### src/rtl/fft_pkg.sv
// Shared types and butterfly index math for the in-place radix-2 DIT FFT sequencer.
// bfly_idx works on 32-bit values so it serves any transform size up to 2**31 points.
package fft_pkg;

   localparam int unsigned FFT_L = 11;

   typedef enum logic [1:0] {
      StIdle,
      StIssue,
      StDrain,
      StDone
   } state_t;

   typedef struct packed {
      logic [31:0] ia;
      logic [31:0] ib;
      logic [31:0] tw;
   } bfly_t;

   // Upper index gets a zero inserted at bit s; lower index sets that bit.
   // Twiddle exponent is the low s bits of i scaled to the N/2-entry ROM.
   function automatic bfly_t bfly_idx(input int unsigned l, input int unsigned s,
                                      input int unsigned i);
      logic [31:0] low_mask;
      logic [31:0] ia;
      bfly_t       r;
      low_mask = (32'd1 << s) - 32'd1;
      ia       = ((i & ~low_mask) << 1) | (i & low_mask);
      r.ia     = ia;
      r.ib     = ia | (32'd1 << s);
      r.tw     = (i & low_mask) << (l - 1 - s);
      return r;
   endfunction

endpackage

### src/rtl/fft_addr_gen.sv
// Combinational butterfly address generator: (stage, butterfly index) -> (ia, ib, tw).
module fft_addr_gen
   import fft_pkg::*;
#(
   parameter int unsigned L   = FFT_L,
   localparam int unsigned SW = $clog2(L)
) (
   input  logic [SW-1:0] s_i,
   input  logic [L-2:0]  idx_i,
   output logic [L-1:0]  ia_o,
   output logic [L-1:0]  ib_o,
   output logic [L-2:0]  tw_o
);

   bfly_t r;
   logic  unused_hi;

   always_comb begin
      r = bfly_idx(L, 32'(s_i), 32'(idx_i));
   end

   assign ia_o = r.ia[L-1:0];
   assign ib_o = r.ib[L-1:0];
   assign tw_o = r.tw[L-2:0];

   // Bits above the transform width are always zero for legal (s, i).
   assign unused_hi = ^{r.ia[31:L], r.ib[31:L], r.tw[31:L-1]};

endmodule

### src/rtl/fft_stage_sequencer.sv
// Drives the butterfly unit through all L stages of an N=2**L in-place DIT FFT, draining the
// write-back delay line between stages so a stage never reads a location still in flight.
module fft_stage_sequencer
   import fft_pkg::*;
#(
   parameter int unsigned L       = FFT_L,
   parameter int unsigned BFU_LAT = 2,
   localparam int unsigned SW     = $clog2(L)
) (
   input  logic          clk,
   input  logic          reset_n,
   input  logic          start,
   input  logic          abort,
   input  logic          stall,
   output logic          rd_en,
   output logic [L-1:0]  rd_addr_a,
   output logic [L-1:0]  rd_addr_b,
   output logic [L-2:0]  tw_addr,
   output logic          wr_en,
   output logic [L-1:0]  wr_addr_a,
   output logic [L-1:0]  wr_addr_b,
   output logic [SW-1:0] stage,
   output logic          busy,
   output logic          done
);

   localparam int unsigned PW  = 2 * L + 1;
   localparam int unsigned DCW = (BFU_LAT > 1) ? $clog2(BFU_LAT) : 1;

   localparam logic [L-2:0]   IdxLast   = '1;
   localparam logic [SW-1:0]  StageLast = SW'(L - 1);
   localparam logic [DCW-1:0] DrainLast = DCW'(BFU_LAT - 1);

   state_t         state_q, state_d;
   logic [SW-1:0]  s_q, s_d;
   logic [L-2:0]   idx_q, idx_d;
   logic [DCW-1:0] drain_cnt_q, drain_cnt_d;
   logic           done_q, done_d;

   logic           rd_en_q, rd_en_d;
   logic [L-1:0]   rd_a_q, rd_a_d;
   logic [L-1:0]   rd_b_q, rd_b_d;
   logic [L-2:0]   tw_q, tw_d;

   // Each entry is {valid, addr_a, addr_b}; the last entry is the write port.
   logic [PW-1:0]  pipe_q [BFU_LAT];
   logic [PW-1:0]  pipe_d [BFU_LAT];

   logic [L-1:0]   ia, ib;
   logic [L-2:0]   tw;

   fft_addr_gen #(
      .L(L)
   ) u_addr_gen (
      .s_i  (s_q),
      .idx_i(idx_q),
      .ia_o (ia),
      .ib_o (ib),
      .tw_o (tw)
   );

   always_comb begin
      state_d     = state_q;
      s_d         = s_q;
      idx_d       = idx_q;
      drain_cnt_d = drain_cnt_q;
      done_d      = 1'b0;
      rd_en_d     = rd_en_q;
      rd_a_d      = rd_a_q;
      rd_b_d      = rd_b_q;
      tw_d        = tw_q;
      pipe_d      = pipe_q;

      if (abort && (state_q != StIdle)) begin
         state_d     = StIdle;
         s_d         = '0;
         idx_d       = '0;
         drain_cnt_d = '0;
         rd_en_d     = 1'b0;
         for (int k = 0; k < BFU_LAT; k++) begin
            pipe_d[k] = '0;
         end
      end else if (state_q == StIdle) begin
         if (start && !abort) begin
            state_d     = StIssue;
            s_d         = '0;
            idx_d       = '0;
            drain_cnt_d = '0;
         end
      end else if (!stall) begin
         // A stall freezes the issue register, the delay line and the FSM together, so
         // the whole schedule simply slides by the number of stalled cycles.
         pipe_d[0] = {rd_en_q, rd_a_q, rd_b_q};
         for (int k = 1; k < BFU_LAT; k++) begin
            pipe_d[k] = pipe_q[k-1];
         end
         rd_en_d = 1'b0;

         unique case (state_q)
            StIssue: begin
               rd_en_d = 1'b1;
               rd_a_d  = ia;
               rd_b_d  = ib;
               tw_d    = tw;
               idx_d   = idx_q + (L-1)'(1);
               if (idx_q == IdxLast) begin
                  state_d     = StDrain;
                  drain_cnt_d = '0;
               end
            end
            StDrain: begin
               if (drain_cnt_q == DrainLast) begin
                  if (s_q == StageLast) begin
                     state_d = StDone;
                  end else begin
                     state_d = StIssue;
                     s_d     = s_q + SW'(1);
                     idx_d   = '0;
                  end
               end else begin
                  drain_cnt_d = drain_cnt_q + DCW'(1);
               end
            end
            StDone: begin
               state_d = StIdle;
               s_d     = '0;
               done_d  = 1'b1;
            end
            default: begin
               state_d = StIdle;
            end
         endcase
      end
   end

   always_ff @(posedge clk or negedge reset_n) begin
      if (!reset_n) begin
         state_q     <= StIdle;
         s_q         <= '0;
         idx_q       <= '0;
         drain_cnt_q <= '0;
         done_q      <= 1'b0;
         rd_en_q     <= 1'b0;
         rd_a_q      <= '0;
         rd_b_q      <= '0;
         tw_q        <= '0;
         for (int k = 0; k < BFU_LAT; k++) begin
            pipe_q[k] <= '0;
         end
      end else begin
         state_q     <= state_d;
         s_q         <= s_d;
         idx_q       <= idx_d;
         drain_cnt_q <= drain_cnt_d;
         done_q      <= done_d;
         rd_en_q     <= rd_en_d;
         rd_a_q      <= rd_a_d;
         rd_b_q      <= rd_b_d;
         tw_q        <= tw_d;
         for (int k = 0; k < BFU_LAT; k++) begin
            pipe_q[k] <= pipe_d[k];
         end
      end
   end

   assign rd_en     = rd_en_q & ~stall;
   assign rd_addr_a = rd_a_q;
   assign rd_addr_b = rd_b_q;
   assign tw_addr   = tw_q;
   assign wr_en     = pipe_q[BFU_LAT-1][PW-1] & ~stall;
   assign wr_addr_a = pipe_q[BFU_LAT-1][2*L-1:L];
   assign wr_addr_b = pipe_q[BFU_LAT-1][L-1:0];
   assign stage     = s_q;
   assign busy      = (state_q == StIssue) || (state_q == StDrain);
   assign done      = done_q;

endmodule

### config.mk
export PLATFORM = sky130hd
export DESIGN_NAME = fft_stage_sequencer
export DESIGN_NICKNAME = d
export VERILOG_FILES = /design/src/rtl/fft_pkg.sv /design/src/rtl/fft_addr_gen.sv /design/src/rtl/fft_stage_sequencer.sv
export SDC_FILE = /design/constraint.sdc
export NUM_CORES = 1
export LEC_CHECK = 0
export BUFFER_PORTS_ARGS = -buffer_cell sky130_fd_sc_hd__buf_2
export CORE_MARGIN = 2
export CORE_UTILIZATION = 30
export CTS_BUF_LIST = sky130_fd_sc_hd__clkbuf_4
export DETAILED_ROUTE_END_ITERATION = 12
export PLACE_DENSITY = 0.59
export SLEW_MARGIN = 0
export SYNTH_ARGS = -nofsm -noshare
export SYNTH_HDL_FRONTEND = slang
export SYNTH_SLANG_ARGS = --single-unit
### constraint.sdc
create_clock -name clk -period 3.7 [get_ports clk]
set_clock_uncertainty 0.05 [all_clocks]
set_input_delay 0 -clock clk [delete_from_list [all_inputs] [get_ports clk]]
set_output_delay 0 -clock clk [all_outputs]
set_load 0.005 [all_outputs]
==> summary.txt <==
Finish
  • Fin nets: roughly 670
  • Share of post-route cells with drive strength above 1: 16.8%
  • Final Instance Area: 5880 µm²
  • # diodes: 0
  • FILL cells: around 1.8k
  • Synth-to-Final Area Change: 11.7%
  • Non-Filler Instances: around 900

Synthesis
  • Post-synth top cells: nand2_1 (144), dfrtp_1 (97), o21ai_0 (81)
  • Syn_nets: around 640
  • Synthesized cell area: roughly 5300 µm²
  • Async set-or-reset flop fraction in the synthesized netlist: 100%
  • Register bit total from synthesis: 97
  • Number of synthesis warnings: 0
  • EDFF count, synth: 0
  • Dominant cell type by area after synthesis: dfrtp_1
  • Synth cell types: 64
  • Most frequent cell after synthesis: nand2_1
  • Synth Area per Inst: 8.53 µm²
  • Post-synthesis cell count: between 600 and 700
  • Post-synth top area share: 46.1%
  • Sequential cell area fraction in the yosys report: a little under half
  • Synth area leaders: dfrtp_1 (46%), nand2_1 (10%), o21ai_0 (7.7%)
  • Top FF cell, synth: dfrtp_1

Floorplan
  • Cell Rows: 48
  • Full die area: between 15,000 and 20,000 µm²
  • Die span in x: around 140 µm
  • Core ar.: around 17,000 µm²
  • Die height: 136 µm
  • Top-level port count: between 60 and 70
  • Initial Util: a little over 30%

CTS
  • Total CTS buffers: 9
  • CTS H-tree depth: 3
  • Clock Tree Root: clkbuf_4
  • CTS Buffer Depth: 2
  • # resized after CTS: 0
  • Clock latency on the worst-skew pair: between 0.4 and 0.5 ns
  • CTS Sinks: 97
  • Clock transition at the registers of the reported paths: between 0.1 and 0.15 ns
  • Post-CTS setup repair buffer count: 0
  • CTS tree: built

STA
  • Slew headroom: between 30 and 40%
  • Slew @ Worst Pin: ~0.99 ns
  • Max-slew violations: 0
  • Fin. Hold Viols: 0
  • RSZ-0062 raised after global routing: false
  • Post-layout min period: approximately 3.2 ns
  • Total negative slack: 0 ns
  • Worst hold slack: between 0.15 and 0.2 ns
  • Final setup viols: 0
  • Crit share post-route: a little under 90%
  • Fmax: 312 MHz

Place
  • Dpl cells: 860
  • Detail Placement HPWL: just under 10 mm
  • Final Wtd Congestion: between 0.8 and 0.9
  • Placement Cell Area: 5660 µm²
  • Port buffer count: 66

Global route
  • Grt ovf: 0
  • GRT Resource Usage Total: around 15%
  • Initial antenna violation count: 0
  • Largest net degree at the start of global routing: slightly below 80
  • Vias in the first global route: approximately 4.2k
  • First-pass GRT wire length: around 22 mm

Route
  • Antenna Nets Post-Route: 0
  • 1st-pass router iterations: 6
  • Drc violations: 0
  • Drt via density: about 5
  • Drt wl/cell: approximately 15 µm
  • Post-Route WL: roughly 14 mm
  • Drt first-iter violations: 450
  • Via count: between 4k and 5k

Setup path
  • Crit Path Category: reg2reg
  • CP arrival: 3.55 ns
  • Delay-heaviest family, CP: compound AO/OA/AOI/OAI gates
  • Worst EP required: approximately 4 ns
  • Crit path launch type: register
  • Critical path, cell by cell: inv_1 -> ha_1 -> nor3b_1 -> inv_1 -> ha_1 -> nor2b_1 -> o31ai_1 -> o21ai_0 -> mux4_2 -> a31o_1 -> a22oi_1
  • Crit path buffers/inverters: 2
  • CP Max Fanout: 8
  • Worst stage delay on the critical path: 0.57 ns
  • CP endpoint kind: register
  • Slowest CP cell: mux4_2

Power
  • VDD IR max: 0.000259 V
  • Leak: 2.70 nW
  • PD cells: approximately 600 nW/µm²

Min path
  • Type of the tightest min-delay check: in2async

Outcome
  • Status: completed

Run
  • Max Cap Viol: 0
==> flip-flops by register name (all words and copies together) (netlist names) <==
name         flops
pipe_q          24
rd_addr_a       11
rd_addr_b       11
wr_addr_a       11
wr_addr_b       11
idx_q           10
tw_addr         10
stage            4
state_q          2
done             1
drain_cnt_q      1
rd_en_q          1
==> logic make-up (layout without fill, tap and decap cells) <==
group	count (synthesis)	after routing	share of synthesized area, %
flip-flops	97	97	46.1
AO/OA/AOI/OAI	166	166	19.7
multiplexers	6	6	1.40
adder cells (fa/ha/maj)	15	15	3.56
buffers and inverters	82	121	7.70
XOR/XNOR	5	5	0.832
AND/OR/NAND/NOR	246	246	20.7
==> area by class of cell <==
type                    instances  area (µm²)  area share (%)
clock inverters                 6        91.3            1.55
repair buffers                 85         488            8.30
clock buffers                  10        75.1            1.28
well taps                     225         282            4.79
inverters                      20        75.1            1.28
multi-input cells             438        2440            41.5
flip-flops and latches         97        2430            41.3
==> timing repair <==
| action | CTS | global route |
|---|---|---|
| setup endpoints to repair | 0 | 0 |
| hold buffers | 5 | 0 |
| hold endpoints to repair | 81 | 0 |
==> cell usage in the layout (no fill, tap or decap), drive strengths merged, types with 4 or more instances in the layout <==
cell,instances
a22oi,4
nand4,4
nand2,144
o41ai,4
inv,19
o31ai,6
nor2b,9
o21ai,82
nor2,36
mux2i,4
a21oi,14
nand3,16
nor3,7
dfrtp,97
a31oi,13
clkbuf,10
dlygate4sd3,5
nor3b,4
o21a,4
ha,15
clkinv,5
nand2b,6
a211oi,4
buf,80
==> power by group <==
group	switching [mW]	leakage, nW	internal, mW
Sequential	0.197	1.30	1.32
Combinational	0.819	1.32	0.468
Clock	0.373	0.0910	0.285
==> final timing paths <==
| check | start | to | slack [ns] | depth (start not counted) |
|---|---|---|---|---|
| worst max-delay path | stage[1] | tw_addr[8] | 0.49 | 11 |
| worst min-delay path | reset_n | wr_addr_b[6] | 0.16 | 2 |
| worst max register to register | stage[1] | tw_addr[8] | 0.49 | 11 |
| worst min register to register | pipe_q[22] | pipe_q[22] | 0.44 | 2 |
| max in group asynchronous | reset_n | rd_addr_a[7] | 2.57 | 3 |
| min in group clk | start | state_q[0] | 0.17 | 6 |
==> layer usage <==
| metal | vias to the layer above | share of wire [%] | GRT usage [%] |
|---|---|---|---|
| met3 | 14 | 6.3 | 3.62 |
| li1 | 2186 | - | - |
| met4 | 0 | 1.0 | 3.94 |
| met2 | 133 | 45 | 23.8 |
| met1 | 2007 | 48 | 21.5 |
| met5 | - | 0 | 0 |
==> metrics by stage <==
stage	power, mW	worst slack [ns]	utilization (%)
2_1_floorplan	2.43	0.598	-
4_1_cts	3.50	0.512	34.1
5_1_grt	3.77	0.105	34.1
3_3_place_gp	2.82	0.665	32.9
6_report	3.46	0.493	34.1
3_5_place_dp	2.83	0.577	32.9
Power figures use the tool's default switching activity.
